$ cat src/rtl/digi_ota_pkg.sv
// digi_ota_pkg: shared constants and types for the digital OTA offset-trim
// calibration controller (digi_ota_trim_ctrl).
// Optional feature macro used by the top: DIGI_OTA_TRIM_MAJORITY_EN.
package digi_ota_pkg;

    // Default build-time configuration.
    localparam int DEFAULT_TRIM_W     = 6;
    localparam int DEFAULT_SETTLE_CYC = 8;
    localparam int DEFAULT_NSAMP      = 3;

    // Calibration FSM state encoding.
    localparam logic [1:0] IDLE   = 2'd0;
    localparam logic [1:0] SETTLE = 2'd1;
    localparam logic [1:0] SAMPLE = 2'd2;
    localparam logic [1:0] DONE   = 2'd3;

    typedef enum logic [1:0] {
        ST_IDLE   = IDLE,
        ST_SETTLE = SETTLE,
        ST_SAMPLE = SAMPLE,
        ST_DONE   = DONE
    } state_e;

    // Midscale trim code (only the MSB set) for a code of width w.
    function automatic int midscale(input int w);
        return 1 << (w - 1);
    endfunction

    // Midscale for the default trim width.
    localparam int DEFAULT_MIDSCALE = 1 << (DEFAULT_TRIM_W - 1);

endpackage

$ cat src/rtl/digi_ota_sync2.sv
// digi_ota_sync2: two-flop synchroniser for the asynchronous OTA comparator
// output. Synchronous active-high reset clears both stages to 0.
module digi_ota_sync2 (
    input  logic clk,
    input  logic rst,
    input  logic d_i,
    output logic q_o
);

    logic meta_q;
    logic sync_q;

    // Two back-to-back capture stages; the first may go metastable.
    always_ff @(posedge clk) begin
        // NOTE: clocked state uses non-blocking assignments so both stages
        // sample their inputs from before the edge and form a real 2-deep chain.
        if (rst) begin
            meta_q <= 1'b0;
            sync_q <= 1'b0;
        end else begin
            meta_q <= d_i;
            sync_q <= meta_q;
        end
    end

    assign q_o = sync_q;

endmodule

$ cat src/rtl/digi_ota_trim_ctrl.sv
// digi_ota_trim_ctrl: successive-approximation offset calibration of the
// digital OTA. Shorts the OTA inputs, binary-searches the offset-trim code
// MSB first, and holds the final code until the next calibration.
// Optional feature macro: DIGI_OTA_TRIM_MAJORITY_EN (NSAMP-sample majority
// vote per bit instead of a single sample).
module digi_ota_trim_ctrl
    import digi_ota_pkg::*;
#(
    parameter int TRIM_W     = DEFAULT_TRIM_W,
    parameter int SETTLE_CYC = DEFAULT_SETTLE_CYC,
    parameter int NSAMP      = DEFAULT_NSAMP
) (
    input  logic              clk,
    input  logic              rst,
    input  logic              start,
    input  logic              abort,
    input  logic              cmp_in,
    output logic [TRIM_W-1:0] trim_code,
    output logic              ota_en,
    output logic              cal_mode,
    output logic              busy,
    output logic              done,
    output logic              cal_fail
);

    localparam int CNT_W = $clog2(SETTLE_CYC + 1);
    localparam int IDX_W = $clog2(TRIM_W);
    localparam logic [TRIM_W-1:0] MID = TRIM_W'(midscale(TRIM_W));

    // Reject configurations the datapath cannot support.
    if (SETTLE_CYC < 3) begin : g_chk_settle
        $error("SETTLE_CYC must be >= 3 to cover the synchroniser latency");
    end
    if (TRIM_W < 2) begin : g_chk_trim_w
        $error("TRIM_W must be >= 2");
    end
    if ((NSAMP < 1) || ((NSAMP % 2) == 0)) begin : g_chk_nsamp
        $error("NSAMP must be odd and >= 1");
    end

    // Synchronised comparator; every decision uses this, never cmp_in.
    logic cmp_s;

    digi_ota_sync2 u_sync_cmp (
        .clk (clk),
        .rst (rst),
        .d_i (cmp_in),
        .q_o (cmp_s)
    );

    state_e            state_q,  state_d;
    logic [TRIM_W-1:0] trim_q,   trim_d;
    logic [TRIM_W-1:0] saved_q,  saved_d;
    logic              ota_en_q, ota_en_d;
    logic              en_sv_q,  en_sv_d;
    logic              fail_q,   fail_d;
    logic [IDX_W-1:0]  idx_q,    idx_d;
    logic [CNT_W-1:0]  cnt_q,    cnt_d;

    logic              clear_bit;
    logic              sample_last;
    logic [TRIM_W-1:0] code_upd;

`ifdef DIGI_OTA_TRIM_MAJORITY_EN
    localparam int SAMP_W = $clog2(NSAMP + 1);

    logic [SAMP_W-1:0] samp_cnt_q, samp_cnt_d;
    logic [SAMP_W-1:0] ones_q,     ones_d;
    logic [SAMP_W-1:0] ones_sum;

    // Majority-vote sample counters.
    always_ff @(posedge clk) begin
        if (rst) begin
            samp_cnt_q <= '0;
            ones_q     <= '0;
        end else begin
            samp_cnt_q <= samp_cnt_d;
            ones_q     <= ones_d;
        end
    end
`endif

    // Controller state register.
    always_ff @(posedge clk) begin
        // NOTE: the saved code resets to midscale too, so an abort straight
        // after reset restores a defined code rather than an X.
        if (rst) begin
            state_q  <= ST_IDLE;
            trim_q   <= MID;
            saved_q  <= MID;
            ota_en_q <= 1'b0;
            en_sv_q  <= 1'b0;
            fail_q   <= 1'b0;
            idx_q    <= '0;
            cnt_q    <= '0;
        end else begin
            state_q  <= state_d;
            trim_q   <= trim_d;
            saved_q  <= saved_d;
            ota_en_q <= ota_en_d;
            en_sv_q  <= en_sv_d;
            fail_q   <= fail_d;
            idx_q    <= idx_d;
            cnt_q    <= cnt_d;
        end
    end

    // Next-state logic: search sequencing, bit decision, abort handling.
    always_comb begin
        // NOTE: every variable gets its hold value first, so no path through
        // the case statement can leave one unassigned and infer a latch.
        state_d  = state_q;
        trim_d   = trim_q;
        saved_d  = saved_q;
        ota_en_d = ota_en_q;
        en_sv_d  = en_sv_q;
        fail_d   = fail_q;
        idx_d    = idx_q;
        cnt_d    = cnt_q;

`ifdef DIGI_OTA_TRIM_MAJORITY_EN
        samp_cnt_d  = samp_cnt_q;
        ones_d      = ones_q;
        ones_sum    = ones_q + SAMP_W'(cmp_s);
        sample_last = (samp_cnt_q == SAMP_W'(NSAMP - 1));
        clear_bit   = (ones_sum > SAMP_W'(NSAMP / 2));
`else
        sample_last = 1'b1;
        clear_bit   = cmp_s;
`endif

        // Code after deciding the current bit and trialling the next lower one.
        code_upd = trim_q;
        if (clear_bit) begin
            code_upd[idx_q] = 1'b0;
        end
        if (idx_q != '0) begin
            code_upd[idx_q - IDX_W'(1)] = 1'b1;
        end

        unique case (state_q)
            ST_IDLE: begin
                if (start) begin
                    saved_d  = trim_q;
                    en_sv_d  = ota_en_q;
                    idx_d    = IDX_W'(TRIM_W - 1);
                    trim_d   = MID;
                    ota_en_d = 1'b1;
                    fail_d   = 1'b0;
                    cnt_d    = '0;
                    state_d  = ST_SETTLE;
                end
            end

            ST_SETTLE: begin
`ifdef DIGI_OTA_TRIM_MAJORITY_EN
                samp_cnt_d = '0;
                ones_d     = '0;
`endif
                if (abort) begin
                    trim_d   = saved_q;
                    ota_en_d = en_sv_q;
                    cnt_d    = '0;
                    state_d  = ST_IDLE;
                end else if (cnt_q == CNT_W'(SETTLE_CYC - 1)) begin
                    cnt_d   = '0;
                    state_d = ST_SAMPLE;
                end else begin
                    cnt_d = cnt_q + CNT_W'(1);
                end
            end

            ST_SAMPLE: begin
                if (abort) begin
                    trim_d   = saved_q;
                    ota_en_d = en_sv_q;
                    state_d  = ST_IDLE;
                end else if (!sample_last) begin
`ifdef DIGI_OTA_TRIM_MAJORITY_EN
                    samp_cnt_d = samp_cnt_q + SAMP_W'(1);
                    ones_d     = ones_sum;
`endif
                end else begin
                    trim_d = code_upd;
                    if (idx_q != '0) begin
                        idx_d   = idx_q - IDX_W'(1);
                        state_d = ST_SETTLE;
                    end else begin
                        // Final code on either rail means the trim range ran out.
                        fail_d  = (&code_upd) | ~(|code_upd);
                        state_d = ST_DONE;
                    end
                end
            end

            ST_DONE: begin
                state_d = ST_IDLE;
            end

            default: begin
                state_d = ST_IDLE;
            end
        endcase
    end

    assign trim_code = trim_q;
    assign ota_en    = ota_en_q;
    assign busy      = (state_q == ST_SETTLE) || (state_q == ST_SAMPLE);
    assign cal_mode  = busy;
    assign done      = (state_q == ST_DONE);
    assign cal_fail  = fail_q;

endmodule

$ cat config.mk
export PLATFORM = sky130hd
export DESIGN_NAME = digi_ota_trim_ctrl
export DESIGN_NICKNAME = d
export VERILOG_FILES = /design/src/rtl/digi_ota_pkg.sv /design/src/rtl/digi_ota_sync2.sv /design/src/rtl/digi_ota_trim_ctrl.sv
export SDC_FILE = /design/constraint.sdc
export NUM_CORES = 1
export LEC_CHECK = 0
export ABC_CLOCK_PERIOD_IN_PS = 3500
export BUFFER_PORTS_ARGS = -buffer_cell sky130_fd_sc_hd__clkbuf_2
export CORE_MARGIN = 5
export CORE_UTILIZATION = 57
export DETAILED_ROUTE_END_ITERATION = 10
export PLACE_DENSITY = 0.78
export SYNTH_ARGS = -nofsm -noshare
export SYNTH_HDL_FRONTEND = slang
export SYNTH_SLANG_ARGS = --single-unit
$ cat constraint.sdc
create_clock -name clk -period 3.5 [get_ports clk]
set_input_delay 1.05 -clock clk [delete_from_list [all_inputs] [get_ports clk]]
set_output_delay 1.05 -clock clk [all_outputs]
set_load 0.1 [all_outputs]
# After elaboration in Yosys (flattened, before gate mapping)
# Index checks and enable logic that the tools add are counted.
[word_totals]
latchBits = 0
mem_count = 0
wordCells = 82
mem_bits_rw = 0
ff_bits = 26
output_inout_bits = 11
romBits = 0
in_bits = 5
[classes]
bitwise = 5
n_div = 0
multipliers = 0
n_eq_ne = 11
shifts = 0
n_reduce_logical = 19
n_lt_le_gt_ge = 4
n_mux = 31
addsub = 2
[op_table]
columns = ["cell", "n"]
rows = [
  ["6-bit 2-to-1 mux", 5],
  ["6-bit case mux with 3 select lines", 1],
  ["4-bit 2-to-1 mux", 3],
  ["2-bit 2-to-1 mux", 5],
  ["2-bit != test (second input constant)", 5],
  ["3-bit 2-to-1 mux", 3],
  ["3-bit by 4-bit less-than comparator with 1-bit output (second input constant)", 2],
  ["2-bit case mux with 4 select lines", 1],
  ["4-bit case mux with 2 select lines", 1],
  ["4-bit AND reduction", 2],
  ["1-bit 2-to-1 mux", 7],
  ["6-bit bitwise AND", 1],
  ["1-bit demux with 3-bit select", 2],
  ["3-bit by 1-bit greater-or-equal comparator with 1-bit output (second input constant)", 2],
  ["6-bit NOT", 1],
  ["6-bit bitwise OR", 1],
  ["3-bit case mux with 2 select lines", 1],
  ["2-bit AND reduction", 3],
  ["3-bit AND reduction", 2],
  ["6-bit AND reduction", 1],
  ["2-bit nonzero test", 3],
  ["3-bit nonzero test", 2],
  ["6-bit OR reduction", 1],
  ["4-bit by 1-bit adder with 4-bit output (second input constant)", 1],
  ["13 further kinds", 16],
]

# Logic depth before layout (Yosys ltp)
# Gate-level depths: netlist of run 1.
[depth]
word_depth = 15
ltp_mapped = 9
depth_no_buf = 8

# Cells and area by module
# Synthesis of run 1 repeated with hierarchy kept, for this count alone.
[hier_totals]
cells_unflattened = 186
area_unflattened_um2 = 1450.1
[by_module_without_submodules]
columns = ["module", "seq_area_each_um2", "cells_each", "n_inst", "area_per_inst_um2"]
rows = [
  ["digi_ota_trim_ctrl", 480.5, 182, 1, 1397.6],
  ["digi_ota_sync2", 40.0, 4, 1, 52.6],
]

# Worst setup path after synthesis of run 1
# Ideal clock, no wire load.
[synth_timing]
path_type = "reg2out"
start = "register state_q[0]"
end = "output cal_mode"
t_required_ps = 2450
slack_ps = 697
n_path_buf = 1
path_stages_with_launch = 4
t_arrival_ps = 1753
cell_sequence = "dfxtp_1 -> inv_1 -> ha_1 -> buf_4"
[synth_between]
elab_chain_len = 2
word_cells_on_any_way = 3
classes_between = "eq/ne: 2; reduce/logical: 1"
[synth_lines]
columns = ["element", "line", "source"]
rows = [
  ["from (decl)", "digi_ota_trim_ctrl.sv:51", "state_e state_q, state_d;"],
  ["from (signal assigned)", "digi_ota_trim_ctrl.sv:97", "state_q <= state_d;"],
  ["2-bit by 1-bit == test with 1-bit output / 2-bit == test (equally long branches)", "digi_ota_trim_ctrl.sv:208", "assign busy = (state_q == ST_SETTLE) || (state_q == ST_SAMPLE);"],
  ["1-bit logical OR *", "digi_ota_trim_ctrl.sv:208", ""],
  ["to (decl)", "digi_ota_trim_ctrl.sv:20", "output logic cal_mode,"],
]
# Mark *: on every way between the ends. The rest lies on a longest branch, timed or not.

# Worst setup path in the final report of run 1
[layout_timing]
start = "register idx_q[0]"
end = "register fail_q (netlist: cal_fail)"
[layout_between]
elab_chain_len = 15
word_cells_on_any_way = 26
classes_between = "add/sub: 1; order compare: 4; eq/ne: 1; mux: 9; bitwise: 5; reduce/logical: 6"
[layout_lines]
columns = ["element", "line", "source"]
rows = [
  ["from (decl)", "digi_ota_trim_ctrl.sv:57", "logic [IDX_W-1:0] idx_q, idx_d;"],
  ["from (signal assigned)", "digi_ota_trim_ctrl.sv:103", "idx_q <= idx_d;"],
  ["branches (longest 15 deep; another with 3-bit by 4-bit less-than comparator with 1-bit output)", "-", ""],
  ["to (signal assigned)", "digi_ota_trim_ctrl.sv:102", "fail_q <= fail_d;"],
  ["to (decl)", "digi_ota_trim_ctrl.sv:56", "logic fail_q, fail_d;"],
]
# Parallel ways; which one is timed is not known. The select of a mux whose other input is x is not followed.
# A chain may end at the register's enable or synchronous reset.

==> results of run 1 <==
==> routing by layer <==
metal	global-route usage (%)	up-vias
met5	0	-
met4	6.50	0
met3	2.77	6
met2	32.2	57
met1	27.0	628
li1	-	686
==> worst paths after layout <==
path	cells past startpoint	to	slack, ns	start
worst max register to register	8	cal_fail	0.68	idx_q[0]
worst min register to register	1	u_sync_cmp.q_o	0.46	u_sync_cmp.meta_q
worst max-delay path	8	cal_fail	0.68	idx_q[0]
worst min-delay path	1	u_sync_cmp.q_o	0.46	u_sync_cmp.meta_q
==> flip-flops by register name, indices dropped and copies added, names as in the netlist <==
| name | flops |
|---|---|
| cal_fail | 1 |
| cnt_q | 4 |
| en_sv_q | 1 |
| idx_q | 3 |
| ota_en | 1 |
| saved_q | 6 |
| state_q | 2 |
| trim_code | 6 |
| u_sync_cmp.meta_q | 1 |
| u_sync_cmp.q_o | 1 |
==> layout make-up <==
cell class,instances,share of cell area (%)
Clock buffer,3,1.43
Clock inverter,1,1.91
Inverter,8,1.91
Multi-Input combinational cell,142,54.5
Sequential cell,26,33.1
Tap cell,30,2.39
Timing Repair Buffer,15,4.77
==> per-stage QoR <==
| step | hold slack (ns) | instances | instance area (sq um) |
|---|---|---|---|
| 2_1_floorplan | 0.414 | 187 | 1460 |
| 3_5_place_dp | 0.426 | 221 | 1520 |
| 3_3_place_gp | 0.416 | 221 | 1520 |
| 4_1_cts | 0.459 | 225 | 1570 |
| 6_report | 0.456 | 225 | 1570 |
| 5_1_grt | 0.482 | 225 | 1570 |
==> cells by family after synthesis <==
logic type / synth area share, %
AOI/OAI and AO/OA: 24.7
adders and majority gates: 5.99
buffers and inverters: 5.74
DFF: 35.6
and+or+nand+nor: 27.9
==> placed cells by master, fill, tap and decap left out, drive strengths merged, types with 2 or more instances in the layout <==
master / n
a21oi: 16
a22oi: 8
a2bb2oi: 5
and2: 2
clkbuf: 18
dfxtp: 26
ha: 7
inv: 8
nand2: 21
nand2b: 4
nand3: 14
nand3b: 4
nor2: 13
nor2b: 7
nor3: 4
nor3b: 2
o21a: 3
o21ai: 14
==> power by group <==
part | internal (mW) | switching, mW
clock network | 0.116 | 0.0925
logic | 0.0685 | 0.184
registers | 0.312 | 0.0202
total | 0.496 | 0.296
==> impl_metrics.toml, run 1 <==
[worst_setup_path]
end_kind = "register"
worst-path-max-fanout = 13
path_buf_inv = 1
arrival_ns = 3.10
cpMaxStageDelayCell = "dfxtp_1"
worst_ep_required_time_ns = 3.78
critical-path-max-stage-delay_ns = 0.56
worstSetupPathType = "reg2reg"
crit_chain = "inv_1 > ha_1 > nor2b_1 > a22o_1 > a221o_1 > or4_1 > o31ai_1 > a41o_1"
start_kind = "register"
critPathTopFamily = "compound AO/OA/AOI/OAI gates"

[floorplan]
coreArea_sq_um = 2450
die_h_um = 60.6
ios = 16
dieArea_sq_um = 3680
start_util_pct = 59.5
rows = 18
die_w_um = 60.6

[timing]
period_minus_slack_ns = 2.82
tightest_slew_ns = 0.543
setup_viol = 0
hold_viol = 0
worst_slack_ns = 0.681
drv_slew = 0
rsz0062_at_grt = "no"
fin_tns_setup_ns = 0
slew_headroom_pct = 63.9
fmax_mhz = 355
post-route-period-util_pct = 80.6
skew_ns = 0.00272

[finish]
area_growth_pct = 7.62
multi_input_area_sq_um = 857
nNetsFinal = 208
drive_above_1_share_pct = 10.3
num_antenna_cells = 0
nFillCells = 219
regArea_sq_um = 520
final_util_pct = 64.1

[route]
wl_met3_um = 207
ant_nets = 0
drt_iter0_drc = 76
wl_um = 3230
remaining_drc_errors = 0
wl_met2_um = 1510
wl_per_cell_um = 14.4
vias_per_cell = 6.12
vias = 1377
drt_pre_antenna_iters = 4
m1WireLength_um = 1460
top_layer = "met4"

[placement]
dpl_worst_slack_ns = 0.749
hpwlAfterDp_um = 2360
portBuffers = 15
gp_congestion = 0.952

[clock_tree]
clk_pin_slew_ns = 0.15
ctsHoldBuffers = 0
numCtsBuffers = 3
clock-sinks = 26
clk_latency_ns = 0.32
cts_tree = "done"
cts_resized = 0
cts_buffer_depth = 2
post_cts_buffers = 0
cts-root-buf = "clkbuf_4"
h-tree-depth = 1

[synth]
ys_top_cells_by_area = "dfxtp_1 (36%), ha_1 (6.0%), a21oi_1 (5.5%), nand2_1 (5.4%), nand3_1 (4.8%)"
synth_seq_area_share_pct = 35.6
postSynthAreaPerCell_sq_um = 7.81
post-synth-top-area-fraction_pct = 35.6
ys_warn_count = 0
synth-edff-count = 0
synthCells = 187
yosysMostFrequentCell = "dfxtp_1"
synthArstFlopShare_pct = 0
synth_fp_nets = 199
ys_ff_latch = 26
synth_flop_cell = "dfxtp_1"
synth_commonest_cells = "dfxtp_1 (26), nand2_1 (21), a21oi_1 (16), nand3_1 (14), o21ai_0 (14)"
synth_top_area_cell = "dfxtp_1"
synth_area_sq_um = 1460
synth_cell_types = 40

[grt]
track_usage_pct = 19.8
grt_pass1_vias = 1271
overflow = 0
grt_pass1_wl_um = 5600
antenna_found_initial = 0
grt_max_degree = 27

[pwr]
power-per-cell-area_nw_per_um2 = 504
p_leak_nw = 0.613
ir_drop_mv = 0.406
power_uw = 792

[hold_path]
holdCritPathClass = "reg2reg"

[outcome]
outcome = "finished clean"

[flow_run]
cap_viol_max_count = 0
No activity file was read; power rests on OpenSTA's default activity.
==> run 2, diff against run 1 <==
- ABC_CLOCK_PERIOD_IN_PS: 3500 -> 2960
- clock period: 3.5 -> 2.96 ns (I/O delays scaled with it)
==> run 2 against run 1 <==
  * Register-to-register slack got worse by 0.25 ns
  * Flip-flop and latch count did not move
  * Combinational power rose by 23%
  * Final area rose by 0.48%
  * Via count rose by 1.2%
  * Critical path depth fell by 5
  * Clock power rose by 19%
  * Sequential power rose by 17%
  * Wire length rose by 5.5%
  * Clock skew rose by 0.0069 ns
  * Critical path type is now reg2out
  * Critical endpoint is now cal_mode
  * Largest cell class unchanged
  * Largest power group unchanged
  * Highest routed layer unchanged
==> impl_metrics.toml, run 2 (synthesis results as in run 1) <==
[outcome]
outcome = "finished clean"

[timing]
rsz0062_at_grt = "no"
tightest_slew_ns = 0.546
fmax_mhz = 385
post-route-period-util_pct = 87.7
hold_viol = 0
skew_ns = 0.00965
holdWs_ns = 0.457
setup_viol = 0
worst_slack_ns = 0.365
period_minus_slack_ns = 2.60
slew_headroom_pct = 63.7
fin_tns_setup_ns = 0
drv_slew = 0

[worst_setup_path]
cpMaxStageDelayCell = "clkbuf_2"
worstSetupPathType = "reg2out"
crit_chain = "inv_1 > ha_1 > clkbuf_2"
arrival_ns = 1.71
end_kind = "output pin"
critical-path-max-stage-delay_ns = 0.49
worst_ep_required_time_ns = 2.07
worst-path-max-fanout = 6
start_kind = "register"

[placement]
dpl_worst_slack_ns = 0.490
portBuffers = 15
hpwlAfterDp_um = 2480
gp_congestion = 0.945

[clock_tree]
cts_buffer_depth = 2
ctsHoldBuffers = 0
clk_pin_slew_ns = 0.15
clock-sinks = 26
cts_tree = "done"
cts_resized = 0
post_cts_buffers = 0
numCtsBuffers = 3
h-tree-depth = 1
cts-root-buf = "clkbuf_4"
clk_latency_ns = 0.33

[hold_path]
holdCritPathClass = "reg2reg"

[grt]
antenna_found_initial = 0
track_usage_pct = 21.4
grt_pass1_wl_um = 6020
grt_max_degree = 27
overflow = 0
grt_pass1_vias = 1314

[route]
ant_nets = 0
wl_per_cell_um = 15.1
vias = 1394
drt_pre_antenna_iters = 4
wl_um = 3410
drt_iter0_drc = 53
remaining_drc_errors = 0
vias_per_cell = 6.17

[floorplan]
rows = 18
ios = 16
coreArea_sq_um = 2450
dieArea_sq_um = 3680
start_util_pct = 59.5
die_w_um = 60.6
die_h_um = 60.6

[pwr]
p_leak_nw = 0.618
ir_drop_mv = 0.401
power-per-cell-area_nw_per_um2 = 596

[finish]
drive_above_1_share_pct = 10.7
layout_commonest_cell = "dfxtp_1"
nNetsFinal = 209
final_cell_mix = "dfxtp_1 (26), nand2_1 (21), a21oi_1 (16)"
nFillCells = 217
area_growth_pct = 8.13
num_antenna_cells = 0
final_util_pct = 64.4

[flow_run]
cap_viol_max_count = 0
-- run 2: power by group --
part / internal, mW / switching, mW / total, mW
sequential: 0.368 / 0.0190 / 0.387
clock: 0.137 / 0.110 / 0.247
combinational: 0.0838 / 0.225 / 0.309
total: 0.589 / 0.353 / 0.942
-- run 2: routing by layer --
layer | vias to the layer above | GRT usage [%] | part of all wire (%)
li1 | 691 | - | -
met5 | - | 0 | 0
met3 | 8 | 3.40 | 4.9
met4 | 0 | 11.1 | 2.4
met1 | 656 | 28.2 | 44
met2 | 39 | 33.7 | 49
-- run 2: layout make-up --
type | count | area [sq um] | share of cell area (%)
Clock buffer | 3 | 22.5 | 1.43
Clock inverter | 1 | 30.0 | 1.90
Inverter | 8 | 30.0 | 1.90
Multi-Input combinational cell | 142 | 857 | 54.2
Sequential cell | 26 | 520 | 32.9
Tap cell | 30 | 37.5 | 2.38
Timing Repair Buffer | 16 | 82.6 | 5.23
-- run 2: final timing paths --
check / slack (ns) / startpoint / cells after the start / end
worst max-delay path: 0.36 / state_q[0] / 3 / cal_mode
worst min-delay path: 0.46 / u_sync_cmp.meta_q / 1 / u_sync_cmp.q_o
worst max register to register: 0.43 / idx_q[1] / 8 / cal_fail
worst min register to register: 0.46 / u_sync_cmp.meta_q / 1 / u_sync_cmp.q_o
-- run 2: critical path, delay by kind of cell, from the launching register on --
family,cells,cell delay [ns]
adder cells (fa/ha/maj),1,0.39
buffers and inverters,2,0.57
flip-flops,1,0.41
-- run 2: per-stage QoR --
stage,instance area (sq um),power [mW],std cells
detailed placement,1530,0.698,222
CTS,1580,0.939,226
global placement,1530,0.691,222
finish,1580,0.942,226
global route,1580,0.991,226
floorplan,1460,0.651,187
